<file path="src/rtl/controlador_es.sv">
`default_nettype none
// ============================================================================
// Module      : controlador_es
// Description : IN/OUT/HALT sequencer for the single-cycle core. It stalls
//               the PC and masks register writes while an IN instruction
//               waits for the operator's confirm key, or while HALT is active.
//               It also latches OUT values into a display register and
//               debounces the confirm key.
//               Optional macro IO_TIMEOUT_EN adds an IN wait timeout.
// Revision    : 1.0 - initial release
// ============================================================================
module controlador_es #(
    parameter int DATA_WIDTH      = 32,
    parameter int SWITCH_WIDTH    = 16,
    parameter int DEBOUNCE_CYCLES = 50000,
    parameter int TIMEOUT_CYCLES  = 1000000
) (
    input  logic                    clock,
    input  logic                    reset,
    input  logic                    isInsert,
    input  logic                    isHalt,
    input  logic                    outWrite,
    input  logic                    confirmKey,
    input  logic [SWITCH_WIDTH-1:0] switches,
    input  logic [DATA_WIDTH-1:0]   outValue,
    output logic                    stallPC,
    output logic                    regWriteEnable,
    output logic [DATA_WIDTH-1:0]   inData,
    output logic [DATA_WIDTH-1:0]   outData,
    output logic                    outValid,
    output logic                    waitingInput,
    output logic                    halted,
    output logic                    timedOut
);

    localparam logic [2:0] c_ST_RUN       = 3'd0;
    localparam logic [2:0] c_ST_IN_WAIT   = 3'd1;
    localparam logic [2:0] c_ST_IN_COMMIT = 3'd2;
    localparam logic [2:0] c_ST_HALTED    = 3'd3;
    localparam logic [2:0] c_ST_RESUME    = 3'd4;

    localparam int c_DEB_W = (DEBOUNCE_CYCLES > 1) ? $clog2(DEBOUNCE_CYCLES) : 1;
    localparam logic [c_DEB_W-1:0] c_DEB_LAST = c_DEB_W'(DEBOUNCE_CYCLES - 1);

    // Reject parameter sets that cannot be built meaningfully.
    if (SWITCH_WIDTH > DATA_WIDTH || DEBOUNCE_CYCLES < 1 || TIMEOUT_CYCLES < 1) begin : g_param_check
        $error("controlador_es: invalid parameter set");
    end

    logic [2:0]            r_state;
    logic                  r_sync1;
    logic                  r_sync2;
    logic [1:0]            r_sync_vld;
    logic                  r_key_level;
    logic                  r_armed;
    logic [c_DEB_W-1:0]    r_deb_cnt;
    logic                  r_confirm_edge;
    logic [DATA_WIDTH-1:0] r_in_data;
    logic [DATA_WIDTH-1:0] r_out_data;
    logic                  r_out_valid;
    logic                  w_timeout;
    logic                  w_stall;
    logic                  w_reg_we;

    // Synchronise and debounce the confirm key. r_armed stays low until the
    // synchronised key has been seen released, so a key held through reset
    // cannot produce an edge until it is released and pressed again.
    always_ff @(posedge clock or negedge reset) begin
        if (!reset) begin
            r_sync1        <= 1'b0;
            r_sync2        <= 1'b0;
            r_sync_vld     <= 2'b00;
            r_key_level    <= 1'b0;
            r_armed        <= 1'b0;
            r_deb_cnt      <= '0;
            r_confirm_edge <= 1'b0;
        end else begin
            r_sync1        <= confirmKey;
            r_sync2        <= r_sync1;
            r_sync_vld     <= {r_sync_vld[0], 1'b1};
            r_confirm_edge <= 1'b0;
            if (r_sync_vld[1] && !r_sync2) begin
                r_armed <= 1'b1;
            end
            if (r_sync2 != r_key_level) begin
                if (r_deb_cnt == c_DEB_LAST) begin
                    r_key_level    <= r_sync2;
                    r_deb_cnt      <= '0;
                    r_confirm_edge <= r_sync2 & r_armed;
                end else begin
                    r_deb_cnt <= r_deb_cnt + 1'b1;
                end
            end else begin
                r_deb_cnt <= '0;
            end
        end
    end

`ifdef IO_TIMEOUT_EN
    localparam int c_TO_W = (TIMEOUT_CYCLES > 1) ? $clog2(TIMEOUT_CYCLES) : 1;
    localparam logic [c_TO_W-1:0] c_TO_LAST = c_TO_W'(TIMEOUT_CYCLES - 1);

    logic [c_TO_W-1:0] r_to_cnt;
    logic              r_timed_out;

    assign w_timeout = (r_state == c_ST_IN_WAIT) && (r_to_cnt == c_TO_LAST);

    // Count cycles spent in IN_WAIT (zero elsewhere, so each wait starts at 0);
    // the timeout flag is sticky until reset and loses to a same-cycle key.
    always_ff @(posedge clock or negedge reset) begin
        if (!reset) begin
            r_to_cnt    <= '0;
            r_timed_out <= 1'b0;
        end else begin
            if (r_state == c_ST_IN_WAIT) begin
                r_to_cnt <= r_to_cnt + 1'b1;
            end else begin
                r_to_cnt <= '0;
            end
            if (w_timeout && !r_confirm_edge) begin
                r_timed_out <= 1'b1;
            end
        end
    end

    assign timedOut = r_timed_out;
`else
    assign w_timeout = 1'b0;
    assign timedOut  = 1'b0;
`endif

    // Sequencer state plus the registered data outputs.
    always_ff @(posedge clock or negedge reset) begin
        if (!reset) begin
            r_state     <= c_ST_RUN;
            r_in_data   <= '0;
            r_out_data  <= '0;
            r_out_valid <= 1'b0;
        end else begin
            r_out_valid <= 1'b0;
            case (r_state)
                c_ST_RUN: begin
                    if (isHalt) begin
                        r_state <= c_ST_HALTED;
                    end else if (isInsert) begin
                        r_state <= c_ST_IN_WAIT;
                    end else if (outWrite) begin
                        r_out_data  <= outValue;
                        r_out_valid <= 1'b1;
                    end
                end
                c_ST_IN_WAIT: begin
                    if (r_confirm_edge) begin
                        r_in_data <= DATA_WIDTH'(switches);
                        r_state   <= c_ST_IN_COMMIT;
                    end else if (w_timeout) begin
                        r_in_data <= '0;
                        r_state   <= c_ST_IN_COMMIT;
                    end
                end
                c_ST_IN_COMMIT: r_state <= c_ST_RUN;
                c_ST_HALTED: begin
                    if (r_confirm_edge) begin
                        r_state <= c_ST_RESUME;
                    end
                end
                c_ST_RESUME: r_state <= c_ST_RUN;
                default:     r_state <= c_ST_RUN;
            endcase
        end
    end

    // Stall/enable decode; in RUN it looks at the flags so the stall lands in
    // the same cycle the IN or HALT instruction is decoded.
    always_comb begin
        w_stall  = 1'b0;
        w_reg_we = 1'b1;
        case (r_state)
            c_ST_RUN: begin
                if (isHalt || isInsert) begin
                    w_stall  = 1'b1;
                    w_reg_we = 1'b0;
                end
            end
            c_ST_IN_WAIT, c_ST_HALTED: begin
                w_stall  = 1'b1;
                w_reg_we = 1'b0;
            end
            default: begin
                w_stall  = 1'b0;
                w_reg_we = 1'b1;
            end
        endcase
    end

    assign stallPC        = w_stall;
    assign regWriteEnable = w_reg_we;
    assign inData         = r_in_data;
    assign outData        = r_out_data;
    assign outValid       = r_out_valid;
    assign waitingInput   = (r_state == c_ST_IN_WAIT);
    assign halted         = (r_state == c_ST_HALTED);

endmodule
`default_nettype wire

</file>
<file path="config.mk">
export PLATFORM = sky130hd
export DESIGN_NAME = controlador_es
export DESIGN_NICKNAME = d
export VERILOG_FILES = /design/src/rtl/controlador_es.sv
export SDC_FILE = /design/constraint.sdc
export NUM_CORES = 1
export LEC_CHECK = 0
export ABC_CLOCK_PERIOD_IN_PS = 1700
export CORE_UTILIZATION = 44
export DETAILED_ROUTE_END_ITERATION = 6
export HOLD_SLACK_MARGIN = 0.12
export PLACE_DENSITY = 0.85
export SLEW_MARGIN = 15
export SYNTH_ARGS = -nofsm -noshare
export SYNTH_HDL_FRONTEND = slang
export SYNTH_SLANG_ARGS = --single-unit
</file>
<file path="constraint.sdc">
create_clock -name clock -period 1.7 [get_ports clock]
set_input_delay 0.34 -clock clock [delete_from_list [all_inputs] [get_ports clock]]
set_output_delay 0.34 -clock clock [all_outputs]
set_load 0.03 [all_outputs]
</file>
==> results.md <==
- Max Root-Sink Buffers: 2
- Post-layout util: between 60% and 70%
- N_diodes: 0
- CTS clk-pin slew, worst paths: 0.08 ns
- Starting Density: about 46%
- Ys flop type: dfrtp_1
- Hold WS: roughly 0.35 ns
- Register bit count reported by yosys: 75
- Critical path cell sequence: clkdlybuf4s50_1, nor2_4, nor2_4, nor2_2, or2_4, buf_6
- Fin crit period: 1.732 ns
- Critical Path RT: 1.36 ns
- Post-DP Area: 4378 um2
- Initial antenna violation count: 0
- Failing checks: negative setup slack
- Critical path class: in -> out
- CP max stage cell: clkdlybuf4s50_1
- Yosys top cell area share: between 50% and 60%
- DR iter-0 viols: between 40 and 50
- Port bufs: about 110
- Final ANT Viol Nets: 0
- CP Buf/Inv Count: 2
- Root Buffer Master: clkbuf_8
- Filler cell count: 549
- Residual DRC: 0
- Worst vdd ir: 764.6 uV
- Yosys top cell by area: dfrtp_1
- Yosys Warn Count: 0
- Drt wl/cell: 14.53 um
- GRT Total Usage: between 10% and 20%
- Post-synth cell types: 36
- Setup WS post-layout: -0.03209 ns
- Post-route cell area: 4623 um2
- Syn Inst Count: ~240
- First-pass GRT wire length: 10,900 um
- Total Wirelength: 6714 um
- Cell Area, Synth: around 3200 um2
- Crit path max fanout: 2
- I/O pin cnt: 124
- Fin. max-slew vios: 0
- Clk_lat worst skew: between 0.3 and 0.4 ns
- Register area share after synthesis: 58.30%
- RSZ-0062 raised after global routing: yes
- MaxCap Viol Count: 0
- Final setup violation count: 2
- Status: finished with violations
- Drt pass-1 iters: 4
- CTS tree: yes
- Avg Cell Area, Syn: 13.70 um2
- CP Data Arrival Time: 1.39 ns
- Total grt overflow: 0
- CP startpoint kind: primary input
- Final net count: 416
- Post-synth EDFFs: 0
- Pwr/cell area: 1106 nW/um2
- Via/cell ratio: 4.693
- Number of H-tree levels: 3
- Post-synth ARST share: 100.0%
- Vias: 2,168
- Detail Placement HPWL: 4986 um
- Area grow syn2layout: 43.61%
- Most common cell in the synthesized netlist: dfrtp_1
- CTS buffer count: 9
- Core Region: 6944 um2
- # clock sinks: 75
- # rows: 30
- Routability cong.: 0.7168
- Post-route clock period utilization: 101.9%
- Lkg Pwr: 0.002434 uW
- Die ar.: 7662 um2
- Crit-path leading delay family: buffers and inverters
- Vias in the first global route: 2,294
- Final Skew: 0.007192 ns
- CP most frequent cell: nor2_4
- FMAX: approximately 580 MHz
- Worst path max stage delay: 0.51 ns
- Fin. Hold Viols: 0
- Share of layout cells above drive strength 1: 27.32%
- Top cells by count, synth: dfrtp_1, mux2_2, nor2_1
- Die X: 87.54 um
- Largest net degree at the start of global routing: 32
- Worst hold path class: reg -> reg
- Dominant cells by area after synthesis: dfrtp_1, mux2_2, mux2_4
- Worst Setup End Kind: primary output
- Die Y-Extent: 87.54 um
-- cell type report --
| cell class | instances | area, um2 | area share [%] |
|---|---|---|---|
| inverter | 6 | 22.52 | 0.4871 |
| clock buffer | 10 | 137.6 | 2.977 |
| clock inverter | 6 | 65.06 | 1.407 |
| timing repair buffer | 122 | 1189 | 25.71 |
| tap | 96 | 120.1 | 2.598 |
| sequential | 75 | 1878 | 40.62 |
| multi-input combinational | 147 | 1211 | 26.20 |
-- power breakdown --
| group | internal [uW] | switching [uW] | total, uW |
|---|---|---|---|
| logic | 689 | 914 | 1600 |
| registers | 2030 | 126 | 2160 |
| clock network | 714 | 637 | 1350 |
| total | 3440 | 1680 | 5110 |
-- per-layer routing --
metal | track usage, % | vias up | part of all wire (%)
met5 | 0 | - | 0
met3 | 5.090 | 12 | 6.8
met4 | 10.28 | 0 | 2.2
met2 | 33.24 | 89 | 53
met1 | 21.46 | 1051 | 38
li1 | - | 1016 | -
-- placed cells by master, fill, tap and decap left out, types with 6 or more instances in the layout --
cell type / Yosys / routed
xnor2_1: 12 / 12
mux2_2: 38 / 38
dfrtp_1: 75 / 74
dlygate4sd2_1: 0 / 42
nor3_1: 6 / 6
buf_4: 17 / 12
dlymetal6s2s_1: 0 / 8
nor2_1: 22 / 18
clkbuf_8: 0 / 10
inv_1: 6 / 6
clkdlybuf4s50_1: 0 / 51
conb_1: 2 / 18
mux2_4: 10 / 10
-- registers in the layout (all words and copies together) (netlist names) --
| register | count |
|---|---|
| r_sync_vld | 2 |
| r_armed | 1 |
| r_key_level | 1 |
| r_state | 3 |
| outData | 32 |
| r_confirm_edge | 1 |
| r_sync2 | 1 |
| r_deb_cnt | 16 |
| r_sync1 | 1 |
| inData | 16 |
| outValid | 1 |
-- path summary, 6_finish.rpt --
check,startpoint,to,slack [ns],depth (start not counted)
max reg2reg,r_state[1]$_DFFE_PN0P_,outData[3]$_DFFE_PN0P_,0.10,6
min,r_sync1$_DFF_PN0_,r_sync2$_DFF_PN0_,0.35,0
min reg2reg,r_sync1$_DFF_PN0_,r_sync2$_DFF_PN0_,0.35,0
min in group asynchronous,reset,outData[1]$_DFFE_PN0P_,0.47,2
max,isInsert,regWriteEnable,-0.03,6
max in group asynchronous,reset,outData[4]$_DFFE_PN0P_,0.64,3
-- cells by family (layout without fill, tap and decap cells) --
family | after synthesis | in the layout | share of synthesized area, %
flops | 75 | 75 | 58.30
simple gates | 60 | 60 | 10.84
fa+ha+maj | 1 | 1 | 0.3886
compound gates | 4 | 4 | 0.7772
xor+xnor | 16 | 16 | 4.353
other cells | 2 | 18 | 0.2333
mux | 48 | 48 | 17.96
buf+inv | 29 | 144 | 7.151
-- through the flow --
stage / total power, uW / setup WS (ns) / TNS (ns) / cells
after CTS: 5118 / -0.05242 / -0.1294 / 460
after detailed placement: 3884 / -0.1118 / -3.087 / 442
after global placement: 3844 / -0.1136 / -3.011 / 442
after global routing: 5370 / -0.08324 / -0.2240 / 462
after floorplan: 3086 / 0.007793 / 0 / 251
final: 5113 / -0.03209 / -0.03647 / 462
-- worst register-to-register path: cells and delay by family, from the launching register on --
| family | cells | cell delay (ns) |
|---|---|---|
| simple gates | 2 | 0.35 |
| flops | 1 | 0.41 |
| buf+inv | 3 | 0.43 |
| mux | 1 | 0.30 |
-- what timing repair did --
item / 4_1_cts / 5_1_grt
setup endpoints to repair: 44 / 28
pin swaps: 3 / 5
hold endpoints to repair: 29 / 0
gates resized for setup: 51 / 17
buffers inserted: 1 / 2
hold buffers: 1 / 0
Note: power is estimated with default switching activity, not from simulation.
